[src/rtl/tdes_cbc_ctrl_pkg.sv]
// Shared types and constants for the TDES CBC chaining controller.
// Blocks are [0:63] with bit 0 as the MSB, matching the tdes core.
package tdes_cbc_ctrl_pkg;

    typedef logic [0:63] block_t;

    typedef enum logic [1:0] {
        ST_IDLE = 2'd0,
        ST_SEND = 2'd1,
        ST_WAIT = 2'd2
    } state_e;

    localparam logic MODE_ENC = 1'b0;
    localparam logic MODE_DEC = 1'b1;

    // Chaining XOR that collapses to a pass-through when chaining is disabled.
    function automatic block_t cbc_xor(input block_t a, input block_t b, input logic en);
        return en ? (a ^ b) : a;
    endfunction

endpackage

[src/rtl/tdes_cbc_ctrl.sv]
// CBC chaining stage in front of the tdes core: one block in flight, encrypt and decrypt,
// with ECB pass-through when CHAIN_EN is 0.
module tdes_cbc_ctrl
    import tdes_cbc_ctrl_pkg::*;
#(
    parameter bit CHAIN_EN = 1'b1
) (
    input  logic        clk_i,
    input  logic        reset_i,
    input  logic        mode_i,
    input  logic        start_i,
    input  logic [0:63] iv_i,
    input  logic [0:63] data_i,
    input  logic        valid_i,
    output logic        accept_o,
    output logic [0:63] data_o,
    output logic        valid_o,
    output logic        core_mode_o,
    output logic [0:63] core_data_o,
    output logic        core_valid_o,
    input  logic        core_ready_i,
    input  logic [0:63] core_data_i,
    input  logic        core_valid_i,
    output logic        err_o
);

    state_e state_q, state_d;
    logic   accept_q, accept_d;
    logic   mode_q, mode_d;
    block_t chain_q, chain_d;
    block_t cbuf_q, cbuf_d;
    block_t cdata_q, cdata_d;
    logic   cvalid_q, cvalid_d;
    block_t dout_q, dout_d;
    logic   dvalid_q, dvalid_d;
    logic   err_q, err_d;

    block_t cv;
    logic   mode_n;

    always_comb begin
        state_d  = state_q;
        accept_d = accept_q;
        mode_d   = mode_q;
        chain_d  = chain_q;
        cbuf_d   = cbuf_q;
        cdata_d  = cdata_q;
        cvalid_d = cvalid_q;
        dout_d   = dout_q;
        dvalid_d = 1'b0;
        err_d    = err_q | (core_valid_i && (state_q != ST_WAIT));

        cv     = (CHAIN_EN && start_i) ? iv_i : chain_q;
        mode_n = start_i ? mode_i : mode_q;

        case (state_q)
            ST_IDLE: begin
                if (valid_i) begin
                    mode_d = mode_n;
                    if (mode_n == MODE_ENC) begin
                        cdata_d = cbc_xor(data_i, cv, CHAIN_EN);
                    end else begin
                        cdata_d = data_i;
                        if (CHAIN_EN) cbuf_d = data_i;
                    end
                    if (CHAIN_EN) chain_d = cv;
                    accept_d = 1'b0;
                    cvalid_d = 1'b1;
                    state_d  = ST_SEND;
                end
            end
            ST_SEND: begin
                if (core_ready_i) begin
                    cvalid_d = 1'b0;
                    state_d  = ST_WAIT;
                end
            end
            ST_WAIT: begin
                if (core_valid_i) begin
                    if (mode_q == MODE_ENC) begin
                        dout_d = core_data_i;
                        if (CHAIN_EN) chain_d = core_data_i;
                    end else begin
                        dout_d = cbc_xor(core_data_i, chain_q, CHAIN_EN);
                        if (CHAIN_EN) chain_d = cbuf_q;
                    end
                    dvalid_d = 1'b1;
                    accept_d = 1'b1;
                    state_d  = ST_IDLE;
                end
            end
            default: begin
                state_d  = ST_IDLE;
                accept_d = 1'b1;
                cvalid_d = 1'b0;
            end
        endcase
    end

    always_ff @(posedge clk_i) begin
        if (reset_i) begin
            state_q  <= ST_IDLE;
            accept_q <= 1'b1;
            mode_q   <= MODE_ENC;
            chain_q  <= '0;
            cbuf_q   <= '0;
            cdata_q  <= '0;
            cvalid_q <= 1'b0;
            dout_q   <= '0;
            dvalid_q <= 1'b0;
            err_q    <= 1'b0;
        end else begin
            state_q  <= state_d;
            accept_q <= accept_d;
            mode_q   <= mode_d;
            chain_q  <= chain_d;
            cbuf_q   <= cbuf_d;
            cdata_q  <= cdata_d;
            cvalid_q <= cvalid_d;
            dout_q   <= dout_d;
            dvalid_q <= dvalid_d;
            err_q    <= err_d;
        end
    end

    // accept_q already holds its post-reset value; gating keeps the port low while reset is held.
    assign accept_o     = accept_q & ~reset_i;
    assign data_o       = dout_q;
    assign valid_o      = dvalid_q;
    assign core_mode_o  = mode_q;
    assign core_data_o  = cdata_q;
    assign core_valid_o = cvalid_q;
    assign err_o        = err_q;

endmodule

[config.mk]
export PLATFORM = sky130hd
export DESIGN_NAME = tdes_cbc_ctrl
export DESIGN_NICKNAME = d
export VERILOG_FILES = /design/src/rtl/tdes_cbc_ctrl_pkg.sv /design/src/rtl/tdes_cbc_ctrl.sv
export SDC_FILE = /design/constraint.sdc
export NUM_CORES = 1
export LEC_CHECK = 0
export CORE_UTILIZATION = 28
export CTS_CLUSTER_SIZE = 8
export DETAILED_ROUTE_END_ITERATION = 10
export HOLD_SLACK_MARGIN = 0.08
export SYNTH_ARGS = -nofsm -noshare
export SYNTH_HDL_FRONTEND = slang
export SYNTH_SLANG_ARGS = --single-unit
export TNS_END_PERCENT = 10
[constraint.sdc]
create_clock -name clk_i -period 2.9 [get_ports clk_i]
set_input_delay 0.58 -clock clk_i [delete_from_list [all_inputs] [get_ports clk_i]]
set_output_delay 0.58 -clock clk_i [all_outputs]
set_load 0.005 [all_outputs]
==> metrics.txt <==
status finished, final reports clean; Final Cell Area 17,600 um2; H-tree depth 2; ys flop type dfxtp_1; Max Slew Vio Count 0; P&R area growth vs syn 38.9%; Resize count post-CTS 0; Placed Cells 2,264; FMAX 436 MHz; VDD IR-drop max 0.293 mV; Post-DP Area 16,500 um2; Critical path buffers and inverters 1; Worst Setup SP core_mode_o$_SDFFE_PP0P_; Synth top cells by count dfxtp_1 (263), nand2_1 (193), nor2_1 (132); Clk pin slew, worst setup/hold paths 50 ps; first-pass GRT wire length 68,700 um; final total power 9.96 mW; Yosys warnings 0; RSZ-0062 raised after global routing no; Bufs on Longest Clock Path 3; fin nets 1,912; maxcap violations 0; DR pass1 iterations 5; leakage 6.02 nW; worst slack, placed 427 ps; postcts setup bufs 0; hold_sp err_o$_SDFF_PP0_; Mean Syn Cell Area 8.67 um2; cts hold-fix bufs 0; DRT Wirelength 44,800 um; Hold Vio Cnt, Final 0; # rows 77; Worst Path Arrival 1710 ps; Crit. End Element primary output; Synth async-reset ratio 0%; Cell Chain, Critical Path clkdlybuf4s50_1; Critical Path Max Stage Delay 590 ps; starting DRC count in detailed routing 608; Syn Nets 1,659; Syn Inst Count 1,460; Synth Register Bits 263; sequential area share after synthesis 41.6%; Rel. slew slack 39.8%; grt peak-use layer met2; Synth area leader dfxtp_1; via count 11,900; Final WS setup 607 ps; Hold WC Path Type reg -> reg; met3 usage 3.39%; area of the mapped netlist 12,700 um2; initial antenna violation count 7; TritonCTS buffer count 39; via/cell ratio 5.14; routability-driven placement congestion ratio 0.809; core box area 44,400 um2; WHS 464 ps; crit path launch type flip-flop; Starting Density 28.5%; number of synthesized flops with an enable pin 0; synth unique cells 31; clk_lat worst skew 530 ps; period utilization 79.1%; vias in the first global route 11,600; largest net degree at the start of global routing 166; largest delay contributor family on the critical path flip-flops; Crit-path slowest cell dfxtp_4; overall die width 215 um; Root Buffer clkbuf_16; setup TNS 0 ps; main area contributors after synthesis dfxtp_1 (42%), mux2i_1 (10%), nand2_1 (5.7%); Max Clock Skew 9.34 ps; Fill cells 4,427; met2 Use GR 31.6%; gr ovfl total 0; CTS tree yes; Ports 332; final non-filler cell total 2,317; minimum clock period 2290 ps; Final Util 39.6%; Critical Path RT 2320 ps; slew at the pin closest to its max-slew limit 904 ps; Yosys top cell area share 41.6%; PwrDens 567 nW/um2; dpl hpwl 28,200 um; Die ar. 46,100 um2; Setup CP Type reg -> out; Clock Sinks 263; most repeated cell in the gate-level netlist after synthesis dfxtp_1; # port buffers 331; crit-path max FO 24; Residual DRC 0; # setup viols final 0; WL/cell 19.3 um; die height 215 um; DRT antenna net count 0; RR Startpoint state_q[0]$_SDFFE_PP0P_; layout cells sized above 1 5.76%; Tot GR Track Use 19.0%; GR Layer Usage met1 23.8%
cell type report:
type | instances | area [um2] | area share (%)
antenna | 6 | 15.0 | 0.0854
clock buffer | 46 | 1060 | 6.06
clock inverter | 1 | 5.00 | 0.0285
multi-input combinational | 1054 | 6790 | 38.6
sequential | 263 | 5270 | 30.0
tap | 592 | 741 | 4.21
timing repair buffer | 355 | 3690 | 21.0
kinds of logic (layout without fill, tap and decap cells):
family / Yosys count / after routing / synth area share [%]
and+or+nand+nor: 466 / 466 / 16.1
AOI/OAI and AO/OA: 393 / 393 / 22.3
DFF: 263 / 263 / 41.6
buffers and inverters: 143 / 402 / 5.19
muxes: 131 / 131 / 10.4
xor gates and xnor gates: 64 / 64 / 4.43
other: 0 / 6 / 0
worst paths after layout:
check,endpoint,slack [ps],depth (start not counted)
max,core_mode_o,610,1
min,err_o$_SDFF_PP0_,460,2
max reg2reg,chain_q[16]$_SDFFE_PP0P_,810,4
min reg2reg,err_o$_SDFF_PP0_,460,2
per-layer routing:
layer / part of all wire, % / vias up
met2: 48 / 391
met4: 3.0 / 2
met1: 44 / 5646
met5: 0.029 / -
met3: 5.3 / 79
li1: - / 5796
registers in the layout, summed over array words and instances (netlist names), 2 cells and up:
signal       flops
cbuf_q          64
chain_q         64
core_data_o     64
data_o          64
state_q          2
placed cells by master, fill, tap and decap left out, types with 41 or more instances in the layout:
master,instances
a32o_1,64
xor2_1,64
a211oi_1,65
mux2i_1,129
a311oi_1,45
or3_1,64
clkbuf_16,41
nor2_1,132
o21ai_0,129
a21oi_1,67
nand2_1,193
dfxtp_1,262
nand3_1,64
clkdlybuf4s50_1,329
power by group:
part           switching, mW  leakage (nW)  internal, mW
sequential             0.159          2.15          3.85
combinational          0.934          3.34         0.884
clock                   1.60         0.527          2.54
(Power assumes the default switching activity.)
==> patch (same settings) <==
Make the reset (`reset_i`) asynchronous in one clocked block.
--- a/src/rtl/tdes_cbc_ctrl.sv
+++ b/src/rtl/tdes_cbc_ctrl.sv
@@ -97,7 +97,7 @@
         endcase
     end
 
-    always_ff @(posedge clk_i) begin
+    always_ff @(posedge clk_i or posedge reset_i) begin
         if (reset_i) begin
             state_q  <= ST_IDLE;
             accept_q <= 1'b1;
Formal check against the unedited RTL: differs if reset_i is asserted again (counterexample within 4 cycles, from zero or initial values and one cycle with reset_i high); with reset_i held inactive, the same outputs for 4 cycles.
==> patch against the unedited design <==
  * Clock skew grew 0.011 ns
  * Count of clock-buffer cells in the layout rose by 3
  * Critical endpoint is now accept_o
  * Sequential share of layout area is 5.4 points higher
  * Largest cell class is now registers
  * Worst setup slack better by 0.014 ns
  * Sequential cell count did not move
  * Via count shrank 14%
  * Design area grew 5.8%
  * Wire length fell by 9.1%
  * Synthesized area is 6.6% higher
Power is not compared: it rests on default switching activity, and its combinational part moved more than twofold at a synthesized area within 25%.
==> patch: results (changes against the unedited design) <==
metric,value,unit,change
outcome,finished clean,,
sequential fraction of the synthesis area,48.8,%,+7.2 points
fin nets,1719,,-10%
clock skew,0.0206,ns,+0.0112 ns
CTS Hold Bufs,0,,unchanged
Max Used Layer,met4,,
Post-synth top cells,"dfrtp_1 (262), mux2i_1 (193), o21ai_0 (130)",,
1st-iter DRT viols,346,,-43%
wire length per cell,19.0,um,-1.8%
Main synth FF type,dfrtp_1,,
syn_nets,1405,,-15%
vias in the first global route,10900,,-5.7%
Critical-path top delay cell,dfstp_2,,
Vias/cell,4.75,,-7.6%
Unique masters post-synth,26,,-16%
latest clock arrival within the worst-skew pair,0.54,ns,
initial antenna violation count,2,,-5
LEAKAGE,7.71,nW,
class of the worst hold path,reg -> reg,,
M1 GR Usage,21.2,%,-2.6 points
first-pass GRT wire length,63.9,mm,-7.0%
met2 WL,19.7,mm,-8.1%
largest net degree at the start of global routing,82,,-51%
synth top area cells,"dfrtp_1 (49%), mux2i_1 (14%), mux2_4 (6.7%)",,
crit path DAT,1.70,ns,
M1 WL,18.2,mm,-7.1%
VDD IR max,0.541,mV,
max incr delay on CP,0.54,ns,-0.05 ns
Clock H-tree levels,2,,unchanged
GR Util met2,28.2,%,-3.4 points
GRT Overall Usage,16.7,%,-2.2 points
Detail Placement HPWL,26.4,mm,-6.5%
gpl congestion,0.778,,-3.8%
fraction of layout cells with a size suffix above 1,13.6,%,+7.8 points
met3 WL post-DR,1.80,mm,-24%
crit-path max FO,3,,-88%
Tightest Pin Transition,0.768,ns,-0.136 ns
Worst-path clk slew,0.05,ns,about the same
DP Area,17500,sq um,+6.3%
Root Driver,clkbuf_16,,
FILL cells,4637,,+4.7%
router iterations before antenna repair,5,,unchanged
Power Dens Cells,1020,nW/um^2,
ys async rst share,100,%,+100 points
Max Root-Sink Buffers,3,,unchanged
met3 GRT Util,3.15,%,-0.24 points
-- patch: cell type report --
type	instances	area share, %
multi-input cells	855	34.9
flip-flops and latches	263	35.4
well taps	615	4.14
inverters	2	0.0605
diodes	2	0.0269
clock buffers	49	5.68
clock inverters	1	0.0471
repair buffers	359	19.7
-- patch: cells by family (layout without fill, tap and decap cells) --
kind of cell              after synthesis  count (layout)  share of synthesized area [%]
other                                   0               2                              0
and+or+nand+nor                       271             271                           8.96
AOI/OAI and AO/OA                     197             197                           7.96
DFF                                   263             263                           48.8
buffers and inverters                  88             411                           3.33
xor gates and xnor gates               64              64                           4.15
muxes                                 323             323                           26.8
-- patch: final timing paths --
check / to / startpoint / cells after the start / slack [ns]
setup / recovery: accept_o / accept_q$_DFFE_PP1P_ / 2 / 0.62
max in group asynchronous: core_mode_o$_DFFE_PP0P_ / reset_i / 3 / 1.46
hold / removal: err_o$_DFF_PP0_ / err_o$_DFF_PP0_ / 1 / 0.47
min in group asynchronous: cbuf_q[44]$_DFFE_PP0P_ / reset_i / 2 / 0.53
hold reg to reg: err_o$_DFF_PP0_ / err_o$_DFF_PP0_ / 1 / 0.47
setup reg to reg: core_data_o[27]$_DFFE_PP0P_ / core_mode_o$_DFFE_PP0P_ / 4 / 0.92
-- patch: per-stage QoR --
step / setup WS, ns / hold WS [ns] / std cells
2_1_floorplan: -1.15 / 0.451 / 1206
3_3_place_gp: 0.542 / 0.461 / 2094
3_5_place_dp: 0.507 / 0.456 / 2094
4_1_cts: 0.575 / 0.477 / 2144
5_1_grt: 0.515 / 0.482 / 2146
6_report: 0.621 / 0.470 / 2146
-- patch: report_power, final --
part	switching, mW	total [mW]	internal [mW]
logic	3.59	8.21	4.62
registers	1.19	6.70	5.51
clock network	1.64	4.15	2.51
